<file path="src/rtl/spi_slave_regs.sv">
// spi_slave_regs: SPI mode-0 responder giving a master single-word read/write
// access to a word buffer through a request/acknowledge port.
// The SPI pins are oversampled in the CLK_I domain.
// Write frame: command byte, then DATA_W data bits.
// Read frame:  command byte, a dummy byte, then DATA_W data bits on MISO.
module spi_slave_regs #(
    parameter int DATA_W      = 32,
    parameter int ADDR_W      = 7,
    parameter int SYNC_STAGES = 2
) (
    input  logic              CLK_I,
    input  logic              RST_N_I,
    input  logic              SPI_CLK,
    input  logic              SPI_CS_N,
    input  logic              SPI_MOSI,
    output logic              SPI_MISO,
    output logic [ADDR_W-1:0] BUF_ADDR_O,
    output logic [DATA_W-1:0] BUF_DATA_O,
    input  logic [DATA_W-1:0] BUF_DATA_I,
    output logic              BUF_WE_O,
    output logic              BUF_REQ_O,
    input  logic              BUF_ACK_I,
    output logic              FRAME_ERR_O
);

    // Counter value seen when the last bit of each phase is being sampled.
    localparam logic [5:0] CMD_LAST   = 6'd7;
    localparam logic [5:0] DUMMY_LAST = 6'd15;
    localparam logic [5:0] RD_LAST    = 6'(16 + DATA_W - 1);
    localparam logic [5:0] WR_LAST    = 6'(8 + DATA_W - 1);

    typedef enum logic [2:0] {
        ST_IDLE     = 3'd0,
        ST_CMD      = 3'd1,
        ST_RD_DUMMY = 3'd2,
        ST_RD_DATA  = 3'd3,
        ST_WR_DATA  = 3'd4,
        ST_WR_REQ   = 3'd5,
        ST_DONE     = 3'd6
    } state_t;

    logic [SYNC_STAGES-1:0] sck_sync_r;
    logic [SYNC_STAGES-1:0] cs_sync_r;
    logic [SYNC_STAGES-1:0] mosi_sync_r;
    logic                   sck_prev_r;
    logic                   cs_prev_r;

    logic sck_s;
    logic cs_s;
    logic mosi_s;
    logic sck_rise_s;
    logic sck_fall_s;
    logic cs_rise_s;
    logic cs_fall_s;
    logic sample_s;
    logic ack_s;
    logic rd_trig_s;
    logic wr_trig_s;
    logic [ADDR_W-1:0] cmd_addr_s;

    state_t            state_r;
    logic [5:0]        bit_cnt_r;
    logic [DATA_W-1:0] shift_r;
    logic [DATA_W-1:0] rd_shift_r;
    logic [ADDR_W-1:0] cmd_addr_r;
    logic              rd_pend_r;   // read wanted but a prior request still occupies the port
    logic              rd_want_r;   // this frame still wants read data from the next ACK
    logic              rd_got_r;    // read data arrived in time for this frame
    logic              wr_pend_r;   // write wanted but a prior request still occupies the port
    logic              wr_out_r;    // this frame's write request is outstanding
    logic              req_r;
    logic              we_r;
    logic [ADDR_W-1:0] addr_r;
    logic [DATA_W-1:0] wdata_r;
    logic              miso_r;
    logic              err_r;

    assign sck_s  = sck_sync_r[SYNC_STAGES-1];
    assign cs_s   = cs_sync_r[SYNC_STAGES-1];
    assign mosi_s = mosi_sync_r[SYNC_STAGES-1];

    assign sck_rise_s = sck_s & ~sck_prev_r;
    assign sck_fall_s = ~sck_s & sck_prev_r;
    assign cs_rise_s  = cs_s & ~cs_prev_r;
    assign cs_fall_s  = ~cs_s & cs_prev_r;

    // A chip-select rise takes precedence over a clock edge in the same cycle.
    assign sample_s   = sck_rise_s & ~cs_rise_s;
    assign ack_s      = req_r & BUF_ACK_I;
    assign cmd_addr_s = {shift_r[ADDR_W-2:0], mosi_s};

    assign rd_trig_s = (state_r == ST_CMD) && sample_s && (bit_cnt_r == CMD_LAST) && !shift_r[6];
    assign wr_trig_s = (state_r == ST_WR_DATA) && sample_s && (bit_cnt_r == WR_LAST);

    // Synchronize the SPI pins and keep the previous level for edge detection.
    always_ff @(posedge CLK_I or negedge RST_N_I) begin
        if (!RST_N_I) begin
            sck_sync_r  <= {SYNC_STAGES{1'b0}};
            cs_sync_r   <= {SYNC_STAGES{1'b1}};
            mosi_sync_r <= {SYNC_STAGES{1'b0}};
            sck_prev_r  <= 1'b0;
            cs_prev_r   <= 1'b1;
        end else begin
            sck_sync_r  <= {sck_sync_r[SYNC_STAGES-2:0], SPI_CLK};
            cs_sync_r   <= {cs_sync_r[SYNC_STAGES-2:0], SPI_CS_N};
            mosi_sync_r <= {mosi_sync_r[SYNC_STAGES-2:0], SPI_MOSI};
            sck_prev_r  <= sck_s;
            cs_prev_r   <= cs_s;
        end
    end

    // Frame FSM, shift registers and buffer request engine.
    always_ff @(posedge CLK_I or negedge RST_N_I) begin
        if (!RST_N_I) begin
            state_r    <= ST_IDLE;
            bit_cnt_r  <= 6'd0;
            shift_r    <= {DATA_W{1'b0}};
            rd_shift_r <= {DATA_W{1'b0}};
            cmd_addr_r <= {ADDR_W{1'b0}};
            rd_pend_r  <= 1'b0;
            rd_want_r  <= 1'b0;
            rd_got_r   <= 1'b0;
            wr_pend_r  <= 1'b0;
            wr_out_r   <= 1'b0;
            req_r      <= 1'b0;
            we_r       <= 1'b0;
            addr_r     <= {ADDR_W{1'b0}};
            wdata_r    <= {DATA_W{1'b0}};
            miso_r     <= 1'b0;
            err_r      <= 1'b0;
        end else begin
            err_r <= 1'b0;

            // Request engine: one access at a time; REQ drops the cycle after ACK.
            if (ack_s) begin
                req_r    <= 1'b0;
                wr_out_r <= 1'b0;
                // An ACK seen while our read is still queued belongs to an older request.
                if (rd_want_r && !rd_pend_r) begin
                    rd_shift_r <= BUF_DATA_I;
                    rd_got_r   <= 1'b1;
                    rd_want_r  <= 1'b0;
                end
            end else if (!req_r) begin
                if (rd_trig_s) begin
                    req_r  <= 1'b1;
                    we_r   <= 1'b0;
                    addr_r <= cmd_addr_s;
                end else if (rd_pend_r) begin
                    req_r     <= 1'b1;
                    we_r      <= 1'b0;
                    addr_r    <= cmd_addr_r;
                    rd_pend_r <= 1'b0;
                end else if (wr_trig_s) begin
                    req_r    <= 1'b1;
                    we_r     <= 1'b1;
                    addr_r   <= cmd_addr_r;
                    wdata_r  <= {shift_r[DATA_W-2:0], mosi_s};
                    wr_out_r <= 1'b1;
                end else if (wr_pend_r) begin
                    req_r     <= 1'b1;
                    we_r      <= 1'b1;
                    addr_r    <= cmd_addr_r;
                    wdata_r   <= shift_r;
                    wr_out_r  <= 1'b1;
                    wr_pend_r <= 1'b0;
                end
            end

            if (rd_trig_s) begin
                rd_want_r <= 1'b1;
                if (req_r) begin
                    rd_pend_r <= 1'b1;
                end
            end
            if (wr_trig_s && req_r) begin
                wr_pend_r <= 1'b1;
            end

            // Frame sequencing; assignments here override the engine on abort/timeout.
            case (state_r)
                ST_IDLE: begin
                    miso_r <= 1'b0;
                    if (cs_fall_s) begin
                        state_r    <= ST_CMD;
                        bit_cnt_r  <= 6'd0;
                        shift_r    <= {DATA_W{1'b0}};
                        rd_shift_r <= {DATA_W{1'b0}};
                        rd_got_r   <= 1'b0;
                    end
                end
                ST_CMD: begin
                    miso_r <= 1'b0;
                    if (cs_rise_s) begin
                        state_r   <= ST_IDLE;
                        err_r     <= 1'b1;
                        rd_pend_r <= 1'b0;
                        rd_want_r <= 1'b0;
                    end else if (sck_rise_s) begin
                        shift_r   <= {shift_r[DATA_W-2:0], mosi_s};
                        bit_cnt_r <= bit_cnt_r + 6'd1;
                        if (bit_cnt_r == CMD_LAST) begin
                            cmd_addr_r <= cmd_addr_s;
                            state_r    <= shift_r[6] ? ST_WR_DATA : ST_RD_DUMMY;
                        end
                    end
                end
                ST_RD_DUMMY: begin
                    miso_r <= 1'b0;
                    if (cs_rise_s) begin
                        state_r   <= ST_IDLE;
                        err_r     <= 1'b1;
                        rd_pend_r <= 1'b0;
                        rd_want_r <= 1'b0;
                    end else if (sck_rise_s) begin
                        bit_cnt_r <= bit_cnt_r + 6'd1;
                        if (bit_cnt_r == DUMMY_LAST) begin
                            state_r <= ST_RD_DATA;
                            // Data not in hand: send zeros and discard whatever arrives later.
                            if (!rd_got_r) begin
                                err_r      <= 1'b1;
                                rd_want_r  <= 1'b0;
                                rd_shift_r <= {DATA_W{1'b0}};
                            end
                        end
                    end
                end
                ST_RD_DATA: begin
                    if (cs_rise_s) begin
                        state_r   <= ST_IDLE;
                        err_r     <= 1'b1;
                        miso_r    <= 1'b0;
                        rd_pend_r <= 1'b0;
                        rd_want_r <= 1'b0;
                    end else if (sck_rise_s) begin
                        bit_cnt_r <= bit_cnt_r + 6'd1;
                        if (bit_cnt_r == RD_LAST) begin
                            state_r <= ST_DONE;
                            miso_r  <= 1'b0;
                        end
                    end else if (sck_fall_s) begin
                        miso_r     <= rd_shift_r[DATA_W-1];
                        rd_shift_r <= {rd_shift_r[DATA_W-2:0], 1'b0};
                    end
                end
                ST_WR_DATA: begin
                    miso_r <= 1'b0;
                    if (cs_rise_s) begin
                        state_r <= ST_IDLE;
                        err_r   <= 1'b1;
                    end else if (sck_rise_s) begin
                        shift_r   <= {shift_r[DATA_W-2:0], mosi_s};
                        bit_cnt_r <= bit_cnt_r + 6'd1;
                        if (bit_cnt_r == WR_LAST) begin
                            state_r <= ST_WR_REQ;
                        end
                    end
                end
                ST_WR_REQ: begin
                    miso_r <= 1'b0;
                    // Chip select may already be high; the write still completes.
                    if (ack_s && wr_out_r) begin
                        state_r <= cs_s ? ST_IDLE : ST_DONE;
                    end
                end
                ST_DONE: begin
                    miso_r <= 1'b0;
                    if (cs_rise_s) begin
                        state_r <= ST_IDLE;
                    end
                end
                default: begin
                    state_r <= ST_IDLE;
                    miso_r  <= 1'b0;
                end
            endcase
        end
    end

    assign SPI_MISO    = miso_r;
    assign BUF_ADDR_O  = addr_r;
    assign BUF_DATA_O  = wdata_r;
    assign BUF_WE_O    = we_r;
    assign BUF_REQ_O   = req_r;
    assign FRAME_ERR_O = err_r;

endmodule

</file>
<file path="config.mk">
export PLATFORM = sky130hd
export DESIGN_NAME = spi_slave_regs
export DESIGN_NICKNAME = d
export VERILOG_FILES = /design/src/rtl/spi_slave_regs.sv
export SDC_FILE = /design/constraint.sdc
export NUM_CORES = 1
export LEC_CHECK = 0
export BUFFER_PORTS_ARGS = -buffer_cell sky130_fd_sc_hd__buf_4
export CAP_MARGIN = 5
export CORE_ASPECT_RATIO = 0.6
export CORE_MARGIN = 3
export CORE_UTILIZATION = 60
export CTS_BUF_LIST = sky130_fd_sc_hd__clkbuf_8
export DETAILED_ROUTE_END_ITERATION = 16
export PLACE_DENSITY_LB_ADDON = 0.12
export SLEW_MARGIN = 20
export SYNTH_ARGS = -nofsm -noshare
export SYNTH_HDL_FRONTEND = slang
export SYNTH_SLANG_ARGS = --single-unit
</file>
<file path="constraint.sdc">
create_clock -name CLK_I -period 2.8 [get_ports CLK_I]
set_input_delay 0.14 -clock CLK_I [delete_from_list [all_inputs] [get_ports CLK_I]]
set_output_delay 0.14 -clock CLK_I [all_outputs]
set_load 0.1 [all_outputs]
</file>
After elaboration in Yosys (flattened, before gate mapping)
Index checks and enable logic that the tools add are counted.
- add/subtract/negate cells: 1
- equal/unequal tests: 35
- muxes and demuxes: 94
- bitwise operators: 15
- reduce and logical (&&, ||, !) cells: 30
- operators with widths (kind ; number):
    $mux 32 ; 15
    $pmux 32 s3 ; 1
    $pmux 32 s2 ; 1
    $mux 3 ; 17
    $mux 1 ; 49
    $mux 7 ; 4
    $pmux 3 s7 ; 1
    $mux 6 ; 3
    $ne 3x3->1 const B ; 6
    $ne 2x2->1 const B ; 8
    $reduce_and 4->1 ; 4
    $ne 2x1->1 const B ; 7
    $eq 6x6->1 const B ; 2
    $pmux 6 s2 ; 1
    $reduce_and 11->1 ; 1
    $reduce_and 5->1 ; 2
    $eq 3x3->1 const B ; 3
    $not 1->1 ; 9
    $logic_and 1x1->1 ; 8
    $ne 4x4->1 const B ; 2
    $add 6x1->6 const B ; 1
    $and 1x1->1 ; 6
    $eq 3x2->1 const B ; 2
    $eq 6x3->1 const B ; 1
    14 further kinds ; 21
- register bits after elaboration: 136
- input port bits: 38
- logic and storage cells: 196

Depth between registers and ports, before layout
Gate-level depths: netlist (run 1).
- depth after elaboration: 14
- mapped depth: 10

Least setup slack after synthesis (run 1)
Ideal clock, no wire load.
- kind: register to register
- start point: register req_r, in the netlist BUF_REQ_O
- end point: register state_r[0]
- data arrival time: 2144 ps
- required time: 2675 ps
- path slack: 531 ps
- cell stages (with the launch flop): 5
- period minus slack after synthesis: 2269 ps
- cell sequence: dfrtp_1 > buf_2 > nand3_1 > a311oi_1 > mux2_2
- longest elaborated chain between the ends: 4
- RTL lines (element ; line ; text):
    start, declared ; 71 ; logic req_r;
    start signal, assigned ; 125 ; req_r <= 1'b0;
    start signal, assigned ; 136 ; req_r <= 1'b0;
    start signal, assigned ; 146 ; req_r <= 1'b1;
    $and 1x1->1 ; 89 ; assign ack_s = req_r & BUF_ACK_I;
    $logic_and 1x1->1 ; 262 ; if (ack_s && wr_out_r) begin
    $ne 2x2->1 (no line) ; - ;
    $reduce_and 11->1 (no line) ; - ;
    end signal, assigned ; 204 ; state_r <= shift_r[6] ? ST_WR_DATA : ST_RD_DUMMY;
    end signal, assigned ; 263 ; state_r <= cs_s ? ST_IDLE : ST_DONE;
    end, declared ; 61 ; state_t state_r;
No other way between the ends.
A chain may end at the register's enable or synchronous reset.

Worst setup path after layout (run 1)
- start point: register bit_cnt_r[0]
- end point: register addr_r[0], in the netlist BUF_ADDR_O[0]
- longest elaborated chain between the ends: 5
- elaborated cells on any way between the ends: 10
- RTL lines (element ; line ; text):
    start, declared ; 62 ; logic [5:0] bit_cnt_r;
    start signal, assigned ; 201 ; bit_cnt_r <= bit_cnt_r + 6'd1;
    start signal, assigned ; 216 ; bit_cnt_r <= bit_cnt_r + 6'd1;
    start signal, assigned ; 236 ; bit_cnt_r <= bit_cnt_r + 6'd1;
    $eq 6x3->1 or $eq 6x6->1 (tied branches) ; 92, 93 ;
    $logic_and 1x1->1, on equally long branches ; 92, 93 ;
    $logic_and 1x1->1 or $mux 7 (tied branches) ; 92, 154 ;
    $reduce_bool 4->1 (no line) or $mux 7 (tied branches) ; - ;
    $reduce_and 3->1 (no line) or $mux 7 (tied branches) ; - ;
    end signal, assigned ; 127 ; addr_r <= {ADDR_W{1'b0}};
    end signal, assigned ; 148 ; addr_r <= cmd_addr_s;
    end signal, assigned ; 152 ; addr_r <= cmd_addr_r;
    end, declared ; 73 ; logic [ADDR_W-1:0] addr_r;
Parallel ways exist; a longest one is shown, timed or not.

==> results.py, run 1 <==
metrics = {
    "pwr": {
        "ir_worst_vdd_mv": 0.440,
        "powerDensity_nw_per_um2": 688,
        "leakage_nw": 3.64,
    },
    "floorplanning": {
        "rows": 27,
        "ios": 81,
        "die_x_um": 136,
        "dieArea_um2": 11500,
        "fp.dieH_um": 84.2,
        "initial_core_util": 0.642,
        "core-area_um2": 9530,
    },
    "routing": {
        "drc": 0,
        "vias_per_cell": 6.25,
        "firstDrtPassIters": 5,
        "wl_per_cell_um": 19.8,
        "antenna_left": 0,
        "drt_iter0_markers": 491,
        "num_vias": 4790,
        "wirelength_um": 15100,
    },
    "sta": {
        "worst_clock_skew_ns": 0.0114,
        "finalHoldViolCount": 0,
        "setup_viol": 0,
        "worst_pin_slew_ns": 0.724,
        "timing.hold.ws_ns": 0.0104,
        "timing.final.crit_share": 0.909,
        "max_freq_mhz": 393,
        "max_slew_margin": 0.516,
        "slew_viol_final": 0,
        "period_needed_ns": 2.55,
        "setup_tns_ns": 0,
        "rsz0062_at_grt": "false",
    },
    "job": {
        "maxCapViolCount": 0,
    },
    "synth": {
        "syn_area_um2": 6120,
        "syn_nets": 582,
        "synth_top_area_frac": 0.544,
        "yosys.area.top_type": "dfrtp_1",
        "synth_warnings": 0,
        "synth_ff_type": "dfrtp_1",
        "yosys_register_bits": 136,
        "synth.area.top_cells": "dfrtp_1, mux2i_1, a22o_1",
        "synthArstFlopShare": 1.00,
        "synth_edf_count": 0,
        "synthCells": 541,
        "syn_avg_cell_area_um2": 11.3,
        "ys_seq_area_frac": 0.557,
        "synth_cell_types": 58,
    },
    "critical_path": {
        "worstPathArrival_ns": 2.91,
        "crit_path_max_fanout": 35,
        "worstSetupPathType": "flip-flop to flip-flop",
        "crit_path_end_kind": "flip-flop",
        "required_ns": 3.17,
        "critPathLaunchType": "flip-flop",
    },
    "run_status": {
        "status": "complete, no violations",
    },
    "clock_tree": {
        "path_clk_slew_ns": 0.08,
        "clockBufferDepth": 2,
        "numCtsBuffers": 17,
        "cts_tree": "done",
        "clock_latency_ns": 0.43,
        "root_buffer": "clkbuf_8",
        "cts_setup_buffers": 0,
        "cts_max_level": 4,
        "cts_sinks": 136,
    },
    "global_routing": {
        "first_global_vias": 4802,
        "grt-ovfl-total": 0,
        "grt_max_degree": 71,
        "antenna_found_initial": 0,
        "grtUsageTotal": 0.275,
        "grt_pass1_wl_um": 24800,
    },
    "finish": {
        "layout_commonest_cell": "dfrtp_1",
        "final_core_util": 0.768,
        "n_fill_cell": 650,
        "layout_common_cells": "dfrtp_1, buf_4, nand2_1",
        "area.growth.synth_to_final_pct": 19.6,
        "fin_cells": 766,
        "drive_above_1_share": 0.263,
        "nets": 664,
        "antennaDiodeCount": 0,
    },
    "hold_path": {
        "hold_class": "input pin to flip-flop",
    },
    "placed_design": {
        "dp.cells": 725,
        "place.gp.congestion": 0.883,
        "io_buffers": 80,
        "dp_hpwl_um": 9610,
    },
}
final cells by class:
type	count	area [um2]	area share
clock buffers	21	289	0.0395
clock inverters	11	121	0.0166
inverters	8	30.0	0.00410
multi-input cells	353	2480	0.339
flip-flops and latches	136	3410	0.466
well taps	130	163	0.0222
repair buffers	107	830	0.113
path summary, 6_finish.rpt:
| check | startpoint | endpoint | slack [ns] | cells past startpoint |
|---|---|---|---|---|
| min in group asynchronous | RST_N_I | state_r[1] | 0.26 | 2 |
| max reg2reg | bit_cnt_r[0] | BUF_ADDR_O[0] | 0.25 | 6 |
| min | BUF_DATA_I[15] | rd_shift_r[15] | 0.01 | 3 |
| min reg2reg | sck_sync_r[0] | sck_sync_r[1] | 0.35 | 0 |
| max | bit_cnt_r[0] | BUF_ADDR_O[0] | 0.25 | 6 |
| max in group asynchronous | RST_N_I | bit_cnt_r[4] | 1.71 | 3 |
cell usage after synthesis (all sizes together) (3+ instances only):
cell type and instances:
mux2 9, nand3 8, nand2 49, or3 3
nor4b 3, buf 20, dfrtp 133, nor2b 6
ha 3, dfstp 3, a22o 33, nand2b 4
clkbuf 24, a2bb2oi 32, nor3 12, nor2 18
mux2i 31, a21oi 19, o21ai 43, xnor2 4
o22ai 32, or2 3, o221a 7, inv 8
metrics by stage:
| step | cell area, um2 | total power [W] | setup WS (ns) |
|---|---|---|---|
| 6_report | 7320 | 0.00504 | 0.255 |
| 4_1_cts | 7320 | 0.00504 | 0.168 |
| 3_3_place_gp | 6810 | 0.00333 | 0.498 |
| 3_5_place_dp | 6820 | 0.00339 | 0.250 |
| 2_1_floorplan | 6120 | 0.00309 | 0.531 |
| 5_1_grt | 7320 | 0.00528 | 0.0772 |
per-layer routing:
metal,global-route usage,part of all wire,vias to the layer above
met5,0,0,-
met4,0.0961,0.020,0
met3,0.0623,0.082,33
met2,0.398,0.45,221
met1,0.411,0.45,2357
li1,-,-,2179
cell families (layout without fill, tap and decap cells):
family,Yosys count,in the layout,share of synthesized area
XOR/XNOR,4,4,0.00573
AND/OR/NAND/NOR,118,118,0.0988
AO/OA/AOI/OAI,188,188,0.223
buffers and inverters,52,147,0.0423
multiplexers,40,40,0.0673
flip-flops,136,136,0.557
adder cells (fa/ha/maj),3,3,0.00614
critical path, stage by stage, from the launching register on:
cell	delay, ns
dfrtp_1	0.41
ha_1	0.22
nor2b_1	0.22
nand4b_1	0.31
or2_2	0.67
a31oi_4	0.40
o221a_2	0.25
sequential cells by signal (all words and copies together), names as in the netlist, 2 cells and up:
| signal | cells |
|---|---|
| cmd_addr_r | 7 |
| rd_shift_r | 32 |
| state_r | 3 |
| shift_r | 32 |
| cs_sync_r | 2 |
| BUF_ADDR_O | 7 |
| bit_cnt_r | 6 |
| BUF_DATA_O | 32 |
| sck_sync_r | 2 |
| mosi_sync_r | 2 |
what timing repair did:
item | CTS | global route
setup endpoints to repair | 0 | 21
hold buffers | 9 | 0
endpoints found under the hold margin | 72 | 0
resized for setup | 0 | 1
report_power, final:
group / switching, W / leakage, nW / internal [W] / total (W)
clock: 0.000759 / 0.202 / 0.000884 / 0.00164
sequential: 0.000295 / 1.86 / 0.00219 / 0.00248
combinational: 0.000525 / 1.59 / 0.000387 / 0.000912
total: 0.00158 / 3.64 / 0.00346 / 0.00504
Note: power is estimated with default switching activity, not from simulation.
==> run 2: changes to the inputs <==
- clock period: 2.8 -> 2.65 ns (I/O delays scaled with it)
==> results.py, run 2 (synthesis gave the netlist of run 1 again) <==
metrics = {
    "routing": {
        "wl_per_cell_um": 18.6,
        "firstDrtPassIters": 5,
        "antenna_left": 0,
        "vias_per_cell": 6.20,
        "drc": 0,
        "wirelength_um": 14300,
        "num_vias": 4760,
        "drt_iter0_markers": 419,
    },
    "finish": {
        "nets": 667,
        "final_core_util": 0.779,
        "area.growth.synth_to_final_pct": 21.4,
        "drive_above_1_share": 0.260,
        "layout_common_cells": "dfrtp_1, buf_4, nand2_1",
        "layout_commonest_cell": "dfrtp_1",
        "antennaDiodeCount": 0,
        "fin_area_um2": 7420,
    },
    "critical_path": {
        "crit_cells": 5,
        "worstSetupPathType": "flip-flop to flip-flop",
        "crit_chain": "nor2_1, nand4_1, or2_2, a31oi_4, o221a_2",
        "required_ns": 3.02,
        "worstPathArrival_ns": 2.75,
        "critPathTopFamily": "simple AND/OR/NAND/NOR gates",
        "crit_path_end_kind": "flip-flop",
        "crit_path_max_fanout": 35,
        "worstRegToRegCells": 5,
        "cpMaxStageDelayCell": "or2_2",
        "crit_buf_inv": 0,
        "critPathLaunchType": "flip-flop",
        "critPathMaxStageDelay_ns": 0.62,
    },
    "sta": {
        "worst_pin_slew_ns": 0.707,
        "timing.hold.ws_ns": 0.0154,
        "timing.final.crit_share": 0.898,
        "setup_ws_ns": 0.270,
        "slew_viol_final": 0,
        "max_freq_mhz": 420,
        "setup_tns_ns": 0,
        "rsz0062_at_grt": "false",
        "worst_clock_skew_ns": 0.0107,
        "period_needed_ns": 2.38,
        "finalHoldViolCount": 0,
        "setup_viol": 0,
        "max_slew_margin": 0.529,
    },
    "hold_path": {
        "hold_class": "input pin to flip-flop",
        "min_path_cells": 3,
    },
    "clock_tree": {
        "root_buffer": "clkbuf_8",
        "clock_latency_ns": 0.43,
        "clockBufferDepth": 2,
        "path_clk_slew_ns": 0.08,
        "numCtsBuffers": 17,
        "cts_max_level": 4,
        "cts_tree": "done",
        "cts_sinks": 136,
        "cts_setup_buffers": 0,
    },
    "pwr": {
        "p_clk_frac": 0.355,
        "ir_worst_vdd_mv": 0.401,
        "leakage_nw": 3.69,
        "p_int_w": 0.00386,
        "switching_share": 0.305,
        "powerDensity_nw_per_um2": 747,
        "seqPwrFrac": 0.467,
        "pwr-share-comb": 0.179,
        "p_sw_w": 0.00169,
    },
    "global_routing": {
        "grtUsageTotal": 0.259,
        "grt-ovfl-total": 0,
        "antenna_found_initial": 0,
        "grt_pass1_wl_um": 23700,
        "grt_max_degree": 66,
        "first_global_vias": 4612,
    },
    "floorplanning": {
        "die_x_um": 136,
        "initial_core_util": 0.642,
        "ios": 81,
        "core-area_um2": 9530,
        "rows": 27,
        "dieArea_um2": 11500,
        "fp.dieH_um": 84.2,
    },
    "placed_design": {
        "io_buffers": 80,
        "pre_cts_slack_ns": 0.318,
        "place.gp.congestion": 0.878,
        "dpl-instance-area_um2": 6850,
        "dp_hpwl_um": 9070,
    },
    "run_status": {
        "status": "complete, no violations",
    },
    "job": {
        "maxCapViolCount": 0,
    },
}
[run 2: changes by cell type in the layout (fill, tap and decap cells not counted), sizes merged]
cell	previous run	this run
clkbuf	21	17
clkinvlp	4	2
bufinv	2	5
inv	10	14
clkinv	3	1
dlygate4sd3	9	12
[run 2: worst register-to-register path, stage by stage, from the launching register on]
cell,delay (ns)
dfrtp_1,0.49
nor2_1,0.39
nand4_1,0.23
or2_2,0.62
a31oi_4,0.37
o221a_2,0.24
[run 2: worst paths after layout]
path	startpoint	end	slack, ns
worst min-delay path	BUF_DATA_I[5]	rd_shift_r[5]	0.02
max in group asynchronous	RST_N_I	BUF_DATA_O[20]	1.65
worst min register to register	mosi_sync_r[0]	mosi_sync_r[1]	0.35
worst max register to register	state_r[0]	BUF_ADDR_O[5]	0.27
worst max-delay path	state_r[0]	BUF_ADDR_O[5]	0.27
min in group asynchronous	RST_N_I	bit_cnt_r[3]	0.25
[run 2: metrics by stage]
step / instances / power [W]
after floorplan: 541 / 0.00326
after global placement: 725 / 0.00352
after detailed placement: 725 / 0.00357
after CTS: 768 / 0.00555
after global routing: 768 / 0.00582
final: 768 / 0.00554
[run 2: area by class of cell]
class | count | area, um2
repair buffers | 110 | 897
clock inverters | 14 | 221
well taps | 130 | 163
fillers | 614 | 2100
multi-input cells | 353 | 2470
flip-flops and latches | 136 | 3410
clock buffers | 17 | 234
inverters | 8 | 30.0
[run 2: what timing repair did]
item,in CTS,in global routing
hold buffers,12,0
gates resized for setup,0,1
hold endpoints to repair,71,0
endpoints found under the setup margin,0,7
[run 2: power groups by stage]
stage	logic (W)	clock network, W	registers (W)
after floorplan	0.000728	0	0.00253
after global placement	0.000921	0	0.00260
after detailed placement	0.000959	0	0.00262
after CTS	0.000984	0.00199	0.00258
after global routing	0.00109	0.00210	0.00262
final	0.000990	0.00197	0.00259
[run 2: layer usage]
metal | up-vias | share of wire | GRT usage
li1 | 2200 | - | -
met1 | 2369 | 0.47 | 0.399
met2 | 170 | 0.45 | 0.368
met3 | 21 | 0.069 | 0.0659
met4 | 0 | 0.012 | 0.0695
met5 | - | 0 | 0
